--- src/rtl/seg7_scan_ctrl.sv ---
// Round-robin scan controller feeding one shared seg7 decoder with four digits.
// Optional inter-digit blanking gap is enabled by defining SEG7_SCAN_BLANK_EN.
module seg7_scan_ctrl #(
  parameter int unsigned DWELL_CYCLES = 10000,
  parameter int unsigned BLANK_CYCLES = 16
) (
  input  logic       clk,
  input  logic       rst_n,
  input  logic       en,
  input  logic [3:0] digit_mask,
  input  logic       wr_en,
  input  logic [1:0] wr_addr,
  input  logic [3:0] wr_data,
  output logic [3:0] digit,
  output logic [3:0] dig_en,
  output logic       frame_start
);

  localparam int unsigned NumDigits = 4;
  localparam int unsigned DigitW    = 4;
  localparam int unsigned IdxW      = 2;
  localparam int unsigned CntW      = 16;

  localparam logic [CntW-1:0] DwellLast = CntW'(DWELL_CYCLES - 1);

  if (DWELL_CYCLES < 1 || DWELL_CYCLES > 65535) begin : g_bad_dwell
    $error("seg7_scan_ctrl: DWELL_CYCLES must be 1..65535");
  end
  if (BLANK_CYCLES < 1 || BLANK_CYCLES > 65535) begin : g_bad_blank
    $error("seg7_scan_ctrl: BLANK_CYCLES must be 1..65535");
  end

  typedef enum logic [1:0] {
    ST_IDLE  = 2'd0,
    ST_BLANK = 2'd1,
    ST_SHOW  = 2'd2
  } state_e;

`ifdef SEG7_SCAN_BLANK_EN
  localparam logic [CntW-1:0] BlankLast = CntW'(BLANK_CYCLES - 1);
  localparam state_e          RunEntry  = ST_BLANK;
`else
  localparam state_e          RunEntry  = ST_SHOW;
`endif

  state_e              state_q, state_d;
  logic [CntW-1:0]     cnt_q, cnt_d;
  logic [IdxW-1:0]     idx_q, idx_d;
  logic [DigitW-1:0]   shadow_q [NumDigits];
  logic [DigitW-1:0]   shadow_d [NumDigits];
  logic [DigitW-1:0]   active_q [NumDigits];
  logic [DigitW-1:0]   active_d [NumDigits];
  logic [DigitW-1:0]   digit_q, digit_d;
  logic [NumDigits-1:0] dig_en_q, dig_en_d;
  logic                frame_start_q, frame_start_d;

  logic                run_ok;
  logic                commit;
  logic [IdxW-1:0]     first_idx;
  logic [IdxW-1:0]     next_idx;
  logic                next_found;
  logic [IdxW-1:0]     cand;

  assign run_ok = en && (digit_mask != '0);

  // Lowest enabled digit, and the next enabled digit above idx_q (wrapping).
  always_comb begin
    first_idx  = '0;
    next_idx   = idx_q;
    next_found = 1'b0;
    cand       = '0;
    for (int k = NumDigits - 1; k >= 0; k--) begin
      if (digit_mask[IdxW'(k)]) begin
        first_idx = IdxW'(k);
      end
    end
    for (int k = 1; k <= NumDigits; k++) begin
      cand = IdxW'(idx_q + IdxW'(k));
      if (!next_found && digit_mask[cand]) begin
        next_idx   = cand;
        next_found = 1'b1;
      end
    end
  end

  // Next-state, storage and registered-output logic.
  always_comb begin
    state_d       = state_q;
    cnt_d         = cnt_q + CntW'(1);
    idx_d         = idx_q;
    shadow_d      = shadow_q;
    active_d      = active_q;
    commit        = 1'b0;
    frame_start_d = 1'b0;
    dig_en_d      = '0;
    digit_d       = '0;

    if (wr_en) begin
      shadow_d[wr_addr] = wr_data;
    end

    case (state_q)
      ST_IDLE: begin
        cnt_d = '0;
        idx_d = '0;
        if (run_ok) begin
          state_d = RunEntry;
          idx_d   = first_idx;
          commit  = 1'b1;
        end
      end
`ifdef SEG7_SCAN_BLANK_EN
      ST_BLANK: begin
        if (!run_ok) begin
          state_d = ST_IDLE;
          cnt_d   = '0;
          idx_d   = '0;
        end else if (cnt_q == BlankLast) begin
          state_d = ST_SHOW;
          cnt_d   = '0;
        end
      end
`endif
      ST_SHOW: begin
        if (!run_ok) begin
          state_d = ST_IDLE;
          cnt_d   = '0;
          idx_d   = '0;
        end else if (cnt_q == DwellLast) begin
          // Wrapping back to an equal or lower digit closes the frame.
          state_d = RunEntry;
          cnt_d   = '0;
          idx_d   = next_idx;
          commit  = (next_idx <= idx_q);
        end
      end
      default: begin
        state_d = ST_IDLE;
        cnt_d   = '0;
        idx_d   = '0;
      end
    endcase

    if (commit) begin
      active_d      = shadow_d;
      frame_start_d = 1'b1;
    end

    if (state_d == ST_SHOW) begin
      dig_en_d = NumDigits'(1) << idx_d;
      digit_d  = active_d[idx_d];
    end
  end

  always_ff @(posedge clk) begin
    if (!rst_n) begin
      state_q       <= ST_IDLE;
      cnt_q         <= '0;
      idx_q         <= '0;
      shadow_q      <= '{default: '0};
      active_q      <= '{default: '0};
      digit_q       <= '0;
      dig_en_q      <= '0;
      frame_start_q <= 1'b0;
    end else begin
      state_q       <= state_d;
      cnt_q         <= cnt_d;
      idx_q         <= idx_d;
      shadow_q      <= shadow_d;
      active_q      <= active_d;
      digit_q       <= digit_d;
      dig_en_q      <= dig_en_d;
      frame_start_q <= frame_start_d;
    end
  end

  assign digit       = digit_q;
  assign dig_en      = dig_en_q;
  assign frame_start = frame_start_q;

endmodule
--- config.mk ---
export PLATFORM = sky130hd
export DESIGN_NAME = seg7_scan_ctrl
export DESIGN_NICKNAME = d
export VERILOG_FILES = /design/src/rtl/seg7_scan_ctrl.sv
export SDC_FILE = /design/constraint.sdc
export NUM_CORES = 1
export LEC_CHECK = 0
export CAP_MARGIN = 20
export CORE_MARGIN = 2
export CORE_UTILIZATION = 50
export CTS_CLUSTER_DIAMETER = 100
export DETAILED_ROUTE_END_ITERATION = 16
export PLACE_DENSITY = 0.73
export SKIP_CTS_REPAIR_TIMING = 1
export SLEW_MARGIN = 40
export SYNTH_ARGS = -nofsm -noshare
export SYNTH_HDL_FRONTEND = slang
export SYNTH_SLANG_ARGS = --single-unit
--- constraint.sdc ---
create_clock -name clk -period 2.6 [get_ports clk]
set_clock_uncertainty 0.05 [all_clocks]
set_input_delay 0.39 -clock clk [delete_from_list [all_inputs] [get_ports clk]]
set_output_delay 0.39 -clock clk [all_outputs]
set_load 0.005 [all_outputs]
==> qor.yml <==
global_routing:
  grt_max_degree: 33
  grt_overflow: 0
  grt_pass1_vias: 1999
  grtUsageTotal: 0.188
  grt_pass1_wl_um: 8900
  antenna_found_initial: 0
min_path:
  whs_path_depth: 1
  holdCritPathClass: "reg -> reg"
synthesis:
  seq_area_frac_synth: 0.439
  synth_cell_type_count: 46
  yosys-top-cells-area: "dfxtp_1 44%, mux2i_1 7.2%, nor2_1 6.2%"
  avgSynthCellArea_um2: 9.70
  synthTopCellsByCount: "61 x dfxtp_1, 46 x nor2_1, 23 x and2_1"
  syn_area_um2: 2780
  ys_ff_latch: 61
  synth_edf_count: 0
  synth_top_cell_area_share: 0.439
  synth.most_common_cell: "dfxtp_1"
  synthArstFlopShare: 0
  synthFlopType: "dfxtp_1"
  ys_warn_count: 0
  syn-num-nets: 304
  syn_inst: 287
  synth_largest_area_cell: "dfxtp_1"
worst_setup_path:
  cp-start-kind: "flip-flop"
  path_class: "reg -> reg"
  critical_path_arrival_ns: 2.79
  worstPathRequired_ns: 2.81
  r2r_cells: 10
  crit_path_max_fanout: 5
  end_kind: "flip-flop"
final_layout:
  final_util: 0.634
  diodes: 0
  syn_to_final_growth_pct: 24.0
  fillers: 445
  drive_gt1_frac: 0.209
  final_cells: 407
  nets: 348
pwr:
  p_leak_uw: 0.00146
  p_per_area_nw_per_um2: 564
  p_total_uw: 1950
  peakVddDrop_v: 0.000371
cts:
  cts-buffers-inserted: 9
  htreeDepth: 3
  clkTransAtPathRegs_ns: 0.06
  cts_max_path_buffers: 2
  clk_latency_ns: 0.34
  cts_tree: "yes"
  clkSinkCount: 61
  clock-root-buffer: "clkbuf_8"
drt:
  num_vias: 2138
  drt-total-wl_um: 5610
  ant_nets: 0
  dr.first_iter.drc_count: 103
  vias_per_cell: 5.25
  firstDrtPassIters: 4
  wl_per_cell_um: 13.8
  drc_errors: 0
flow_run:
  drv_cap: 0
placement:
  gp_congestion: 0.805
  dp_hpwl_um: 3840
  place.port_buffers: 22
  dpl.cell_count: 388
floorplanning:
  die_h_um: 78.6
  dieArea_um2: 6180
  core_um2: 5440
  pin_count: 23
  row_count: 27
  die_w_um: 78.6
  start_util: 0.512
timing:
  grt_setup_unrepaired: "yes"
  period_share: 0.995
  tns_ns: 0
  tightest_slew_ns: 0.600
  relSlewSlack: 0.597
  fmax_mhz: 387
  hold_viol: 0
  report.final.slew_viol_count: 0
  setup_viol: 0
  fin_crit_ns: 2.59
run_status:
  outcome: "finished clean"
==> registers in the layout, summed over array words and instances, names as in the netlist <==
signal and count:
cnt_q 16, digit 4, dig_en 4, frame_start 1, state_q 2, idx_q 2
active_q 16, shadow_q 16
==> cell usage in the layout, fill, tap and decap left out, drive strengths merged, types with 2 or more instances in the layout <==
master,netlist,final
a22oi,10,10
and2,23,23
and3,7,7
buf,3,20
clkbuf,7,14
clkdlybuf4s50,0,18
dfxtp,61,61
dlymetal6s2s,0,4
ha,3,3
inv,11,11
mux2,12,12
mux2i,20,20
nand2,15,15
nand3,7,7
nand3b,2,2
nand4,2,2
nor2,46,46
nor2b,8,8
nor3,2,2
nor3b,3,3
o211a,6,6
o21ai,4,4
o22ai,4,4
or2,2,2
or3,2,2
or4,1,2
xnor2,6,6
xor2,7,7
==> cell type report <==
cell class                      instances  area, um2  share of cell area
Sequential cell                        61       1230               0.355
Clock inverter                          1       5.00             0.00145
Multi-Input combinational cell        206       1520               0.439
Clock buffer                           14        173              0.0500
Inverter                               11       41.3              0.0120
Tap cell                               72       90.1              0.0261
Timing Repair Buffer                   42        400               0.116
==> metrics by stage <==
step | worst slack (ns) | hold WS (ns) | instance area [um2]
final | 0.0128 | 0.390 | 3450
after CTS | -0.181 | 0.396 | 3360
after global routing | -0.0849 | 0.418 | 3450
after detailed placement | -0.522 | 0.388 | 3180
after global placement | -0.467 | 0.378 | 3180
after floorplan | 0.115 | 0.363 | 2780
==> cell families (layout without fill, tap and decap cells) <==
kind of cell / count (synthesis) / after routing / share of synthesized area
buffers and inverters: 21 / 68 / 0.0351
and+or+nand+nor: 125 / 126 / 0.245
xor gates and xnor gates: 13 / 13 / 0.0409
muxes: 32 / 32 / 0.120
AOI/OAI and AO/OA: 31 / 31 / 0.106
adders and majority gates: 3 / 3 / 0.0135
other: 1 / 1 / 0.00135
DFF: 61 / 61 / 0.439
==> final timing paths <==
path	start	to	slack, ns
hold reg to reg	cnt_q[0]$_SDFF_PP0_	cnt_q[0]$_SDFF_PP0_	0.39
setup / recovery	idx_q[0]$_SDFF_PN0_	digit[0]$_SDFF_PN0_	0.01
hold / removal	cnt_q[0]$_SDFF_PP0_	cnt_q[0]$_SDFF_PP0_	0.39
setup reg to reg	idx_q[0]$_SDFF_PN0_	digit[0]$_SDFF_PN0_	0.01
==> power breakdown <==
| part | total (uW) | internal (uW) | switching [uW] |
|---|---|---|---|
| Clock | 757 | 418 | 339 |
| Sequential | 973 | 963 | 9.78 |
| Combinational | 216 | 115 | 101 |
==> critical path, cell delays in order (launching register included) <==
cell,delay (ns)
dfxtp_4,0.37
buf_6,0.10
mux2i_1,0.07
a221oi_2,0.33
ha_2,0.25
nor2b_4,0.05
a2bb2oi_4,0.15
or4_4,0.60
a22oi_2,0.25
mux2i_1,0.11
o22ai_1,0.17
==> metal layers <==
layer  share of wire  wire [um]  vias to the layer above  global-route usage
met5               0          0                        -                   0
met4           0.021        118                        0               0.104
met3           0.034        188                       11              0.0471
met2            0.46       2560                       27               0.279
met1            0.49       2740                     1018               0.250
li1                -          -                     1082                   -
Note: power is estimated with default switching activity, not from simulation.
